<file path="src/rtl/uart_pkg.sv">
// Shared types and constants for the UART transmit path.
// Build with UART_PARITY_EN defined to add the parity state.
package uart_pkg;

    localparam int unsigned DEFAULT_CLKS_PER_BIT = 868;
    localparam logic        LINE_IDLE            = 1'b1;

`ifdef UART_PARITY_EN
    typedef enum logic [2:0] {StIdle, StStart, StData, StParity, StStop} tx_state_t;
`else
    typedef enum logic [1:0] {StIdle, StStart, StData, StStop} tx_state_t;
`endif

    // ceil(log2(n)), never narrower than one bit
    function automatic int unsigned cnt_width(input int unsigned n);
        return ($clog2(n) > 0) ? $clog2(n) : 1;
    endfunction

endpackage

</file>
<file path="src/rtl/uart_baud_tick.sv">
// Baud divider: counts 0..CLKS_PER_BIT-1 and ticks on the last count.
// Held at zero while clear is high so each frame starts phase-aligned.
module uart_baud_tick
    import uart_pkg::*;
#(
    parameter int unsigned CLKS_PER_BIT = DEFAULT_CLKS_PER_BIT
) (
    input  logic clk,
    input  logic rst,
    input  logic clear,
    output logic tick
);

    localparam int unsigned      CntW   = cnt_width(CLKS_PER_BIT);
    localparam logic [CntW-1:0] CntMax = CntW'(CLKS_PER_BIT - 1);

    logic [CntW-1:0] count_d, count_q;

    always_comb begin
        count_d = count_q + CntW'(1);
        if (clear || (count_q == CntMax)) begin
            count_d = '0;
        end
    end

    always_ff @(posedge clk) begin
        if (rst) begin
            count_q <= '0;
        end else begin
            count_q <= count_d;
        end
    end

    assign tick = !clear && (count_q == CntMax);

endmodule

</file>
<file path="src/rtl/uart_tx_sequencer.sv">
// UART transmit sequencer: start, LSB-first data, optional parity, stop.
// Define UART_PARITY_EN to insert a parity bit (even, or odd with PARITY_ODD=1).
module uart_tx_sequencer
    import uart_pkg::*;
#(
    parameter int unsigned CLKS_PER_BIT = DEFAULT_CLKS_PER_BIT,
    parameter int unsigned DATA_BITS    = 8,
    parameter int unsigned STOP_BITS    = 1,
    parameter int unsigned PARITY_ODD   = 0
) (
    input  logic                 clk,
    input  logic                 rst,
    input  logic [DATA_BITS-1:0] tx_data,
    input  logic                 tx_valid,
    output logic                 tx_ready,
    output logic                 tx_serial,
    output logic                 tx_busy,
    output logic                 tx_done,
    output logic                 baud_tick
);

    localparam int unsigned      IdxW     = $clog2(DATA_BITS);
    localparam logic [IdxW-1:0] IdxLast  = IdxW'(DATA_BITS - 1);
    localparam logic             StopLast = 1'(STOP_BITS - 1);

    if (CLKS_PER_BIT < 2) begin : g_bad_clks
        $error("CLKS_PER_BIT must be at least 2");
    end
    if ((DATA_BITS < 5) || (DATA_BITS > 9)) begin : g_bad_data
        $error("DATA_BITS must be in 5..9");
    end
    if ((STOP_BITS < 1) || (STOP_BITS > 2)) begin : g_bad_stop
        $error("STOP_BITS must be 1 or 2");
    end
    if (PARITY_ODD > 1) begin : g_bad_parity
        $error("PARITY_ODD must be 0 or 1");
    end

    tx_state_t            state_d, state_q;
    logic [DATA_BITS-1:0] shreg_d, shreg_q;
    logic [IdxW-1:0]      idx_d, idx_q;
    logic                 stop_d, stop_q;
    logic                 serial_d, serial_q;
    logic                 ready_d, ready_q;
    logic                 busy_d, busy_q;
`ifdef UART_PARITY_EN
    logic                 parity_d, parity_q;
`endif

    uart_baud_tick #(
        .CLKS_PER_BIT(CLKS_PER_BIT)
    ) u_baud_tick (
        .clk  (clk),
        .rst  (rst),
        .clear(state_q == StIdle),
        .tick (baud_tick)
    );

    always_comb begin
        state_d  = state_q;
        shreg_d  = shreg_q;
        idx_d    = idx_q;
        stop_d   = stop_q;
        serial_d = serial_q;
        ready_d  = ready_q;
        busy_d   = busy_q;
`ifdef UART_PARITY_EN
        parity_d = parity_q;
`endif
        unique case (state_q)
            StIdle: begin
                if (tx_valid && ready_q) begin
                    state_d  = StStart;
                    shreg_d  = tx_data;
                    serial_d = 1'b0;
                    ready_d  = 1'b0;
                    busy_d   = 1'b1;
`ifdef UART_PARITY_EN
                    parity_d = (^tx_data) ^ 1'(PARITY_ODD);
`endif
                end
            end
            StStart: begin
                if (baud_tick) begin
                    state_d  = StData;
                    idx_d    = '0;
                    serial_d = shreg_q[0];
                end
            end
            StData: begin
                if (baud_tick) begin
                    shreg_d = shreg_q >> 1;
                    idx_d   = idx_q + IdxW'(1);
                    if (idx_q == IdxLast) begin
`ifdef UART_PARITY_EN
                        state_d  = StParity;
                        serial_d = parity_q;
`else
                        state_d  = StStop;
                        serial_d = LINE_IDLE;
                        stop_d   = 1'b0;
`endif
                    end else begin
                        serial_d = shreg_q[1];
                    end
                end
            end
`ifdef UART_PARITY_EN
            StParity: begin
                if (baud_tick) begin
                    state_d  = StStop;
                    serial_d = LINE_IDLE;
                    stop_d   = 1'b0;
                end
            end
`endif
            StStop: begin
                if (baud_tick) begin
                    if (stop_q == StopLast) begin
                        state_d = StIdle;
                        ready_d = 1'b1;
                        busy_d  = 1'b0;
                    end else begin
                        stop_d = stop_q + 1'b1;
                    end
                end
            end
            default: state_d = StIdle;
        endcase
    end

    always_ff @(posedge clk) begin
        if (rst) begin
            state_q  <= StIdle;
            shreg_q  <= '0;
            idx_q    <= '0;
            stop_q   <= 1'b0;
            serial_q <= LINE_IDLE;
            ready_q  <= 1'b1;
            busy_q   <= 1'b0;
`ifdef UART_PARITY_EN
            parity_q <= 1'b0;
`endif
        end else begin
            state_q  <= state_d;
            shreg_q  <= shreg_d;
            idx_q    <= idx_d;
            stop_q   <= stop_d;
            serial_q <= serial_d;
            ready_q  <= ready_d;
            busy_q   <= busy_d;
`ifdef UART_PARITY_EN
            parity_q <= parity_d;
`endif
        end
    end

    // Decoded from flops only: the final stop tick is the last cycle of the frame
    assign tx_done   = (state_q == StStop) && baud_tick && (stop_q == StopLast);
    assign tx_serial = serial_q;
    assign tx_ready  = ready_q;
    assign tx_busy   = busy_q;

endmodule

</file>
<file path="config.mk">
export PLATFORM = sky130hd
export DESIGN_NAME = uart_tx_sequencer
export DESIGN_NICKNAME = d
export VERILOG_FILES = /design/src/rtl/uart_pkg.sv /design/src/rtl/uart_baud_tick.sv /design/src/rtl/uart_tx_sequencer.sv
export SDC_FILE = /design/constraint.sdc
export NUM_CORES = 1
export LEC_CHECK = 0
export CORE_MARGIN = 2
export CORE_UTILIZATION = 40
export CTS_CLUSTER_SIZE = 25
export DETAILED_ROUTE_END_ITERATION = 16
export SLEW_MARGIN = 40
export SYNTH_ARGS = -nofsm -noshare
export SYNTH_HDL_FRONTEND = slang
export SYNTH_SLANG_ARGS = --single-unit
</file>
<file path="constraint.sdc">
create_clock -name clk -period 6.35 [get_ports clk]
set_clock_uncertainty 0.2 [all_clocks]
set_input_delay 1.27 -clock clk [delete_from_list [all_inputs] [get_ports clk]]
set_output_delay 1.27 -clock clk [all_outputs]
set_load 0.02 [all_outputs]
</file>
==> reports/metrics.cfg <==
[yosys]
synth_area_mm2 = 0.00140
synthesis.yosys.warnings = 0
synth_commonest_cells = dfxtp_1 (26), nor2_1 (18), nand3_1 (13), a21oi_1 (12)
ys_seq_elements = 26
synth.distinct_cells = 40
synth_top_area_cell = dfxtp_1
synth.most_common_cell = dfxtp_1
syn-instance-count = 161
synth_area_leaders = dfxtp_1 (37%), ha_1 (7.1%), mux2i_1 (5.0%)
synth_edf_count = 0
async_flop_share = 0
syn_nets = 180
seq_area_frac_synth = 0.371
synth_ff_type = dfxtp_1
synth_top_area_frac = 0.371
synth_area_per_cell_um2 = 8.70

[cts]
cts_made_buffers = 3
cts_tree = built
clk_pin_slew_ns = 0.14
cts_buffer_depth = 2
postCtsSetupRepairBufs = 0
clk_latency_ns = 0.32
clock_tree.root_cell = clkbuf_4
cts.sinks = 26
ctsResizeCount = 0
cts_max_level = 1
ctsHoldBuffers = 0

[hold_path]
hold_class = reg2reg

[detailed_routing]
detail_route.wl_per_cell_um = 13.1
vias = 1179
drc = 0
post_drt_via_cell_ratio = 5.43
ant_nets = 0
drt_iter0_drc = 59
detailedRoute.firstPassIterationCount = 4
routed_wl_mm = 2.84

[sta]
timing.fmax_ghz = 0.249
hold_viol = 0
tns_ns = 0
setup_violations = 0
rsz0062_at_grt = false
tightest_slew_ns = 0.692
period_share = 0.632
slew_violations = 0
whs_ns = 0.280
slew_headroom = 0.537
min_period_ns = 4.02
setup_ws_ns = 2.33

[floorplanning]
rows = 21
core_mm2 = 0.00336
dieWidth_um = 63.2
ios = 16
start_util = 0.417
die_height_um = 63.2
die-area_mm2 = 0.00399

[power_and_ir_drop]
ir_drop_mv = 0.115
leakagePower_uw = 0.000567
swShare = 0.376
p_switching_uw = 187
powerDensity_mw_per_mm2 = 311
pwr-share-seq = 0.422
comb_power_share = 0.410
internal-power_uw = 310
p_clk_frac = 0.168

[placed_design]
hpwl_mm = 2.10
post-place-ws_ns = 2.73
io_buffer_count = 15
place_congestion = 0.856

[layout]
diodes = 0
multi_input_area_um2 = 801
area_growth_pct = 13.8
final-seq-area_um2 = 520
final_net_count = 191
drive_gt1_frac = 0.0468
nFillCells = 367

[outcome]
status = completed

[global_routing]
grt.overflow.total = 0
grt_max_degree = 19
grt_use_total = 0.147
grt_antenna_before_repair = 0
grt_pass1_vias = 1093
grt_pass1_wl_mm = 4.84

[worst_setup_path]
critPathArrivalTime_ns = 2.55
cp.required_ns = 4.88
end_kind = primary output
path_class = reg2out
startpoint_type = flip-flop
critPathMaxFanout = 7

[run]
maxCapViolCount = 0

[cell usage in the layout, fill, tap and decap left out, types with 2 or more instances in the layout]
| master | Yosys | layout |
|---|---|---|
| inv_1 | 8 | 8 |
| clkdlybuf4s50_1 | 0 | 15 |
| a21o_1 | 7 | 7 |
| xnor2_1 | 5 | 5 |
| mux2i_1 | 7 | 7 |
| nor3_1 | 4 | 4 |
| nand4_1 | 6 | 6 |
| ha_1 | 8 | 8 |
| nand3_1 | 13 | 13 |
| nor2_1 | 18 | 18 |
| clkbuf_4 | 0 | 3 |
| dfxtp_1 | 26 | 26 |
| nor3b_1 | 2 | 2 |
| and3_1 | 2 | 2 |
| xor2_1 | 3 | 3 |
| o21ai_0 | 6 | 6 |
| nand2b_1 | 2 | 2 |
| a21oi_1 | 12 | 12 |
| nand2_1 | 5 | 5 |
[worst max-delay path: stages, from the launching register on]
cell and delay [ns]:
dfxtp_1 0.42, inv_1 0.10, ha_1 0.31, nor4b_4 0.43, and3_1 0.32, clkdlybuf4s50_1 0.64
[final timing paths]
| path | start | to | slack (ns) | cells after the start |
|---|---|---|---|---|
| worst max register to register | state_q[0] | shreg_q[2] | 3.95 | 6 |
| worst min register to register | shreg_q[4] | shreg_q[4] | 0.28 | 2 |
| worst max-delay path | state_q[0] | baud_tick | 2.33 | 5 |
| worst min-delay path | shreg_q[4] | shreg_q[4] | 0.28 | 2 |
[power by group through the flow]
stage	combinational (uW)	clock (uW)	sequential, uW
global route	225	92.8	214
CTS	203	86.9	210
detailed placement	203	0	214
finish	204	83.4	209
floorplan	145	0	217
global placement	197	0	211
[layout make-up]
cell class              count  area share
clock buffers               4      0.0227
flip-flops and latches     26       0.326
multi-input cells         118       0.502
well taps                  46      0.0361
inverters                   8      0.0188
repair buffers             15      0.0941
[through the flow]
step	utilization	cells	instance area, um2	total power [uW]
2_1_floorplan	-	161	1400	363
3_3_place_gp	0.464	213	1560	408
3_5_place_dp	0.464	213	1560	416
4_1_cts	0.474	217	1600	500
5_1_grt	0.474	217	1600	532
6_report	0.474	217	1600	497
[layer usage]
metal	up-vias	global-route usage	routed length, um
li1	593	-	-
met1	556	0.201	1430
met2	26	0.235	1260
met3	4	0.0250	107
met4	0	0.0489	34
met5	-	0	0
[logic make-up (layout without fill, tap and decap cells)]
kind of cell,count (synthesis),in the layout,share of synthesized area
xor gates and xnor gates,8,8,0.0500
DFF,26,26,0.371
buffers and inverters,17,27,0.0571
and+or+nand+nor,60,60,0.236
adders and majority gates,8,8,0.0714
AOI/OAI and AO/OA,35,35,0.164
muxes,7,7,0.0500
[state kept, by name (all words and copies together) (netlist names)]
register,flops
u_baud_tick.count_q,10
shreg_q,8
tx_serial,1
idx_q,3
tx_ready,1
tx_busy,1
state_q,2
No activity file was read; power rests on OpenSTA's default activity.
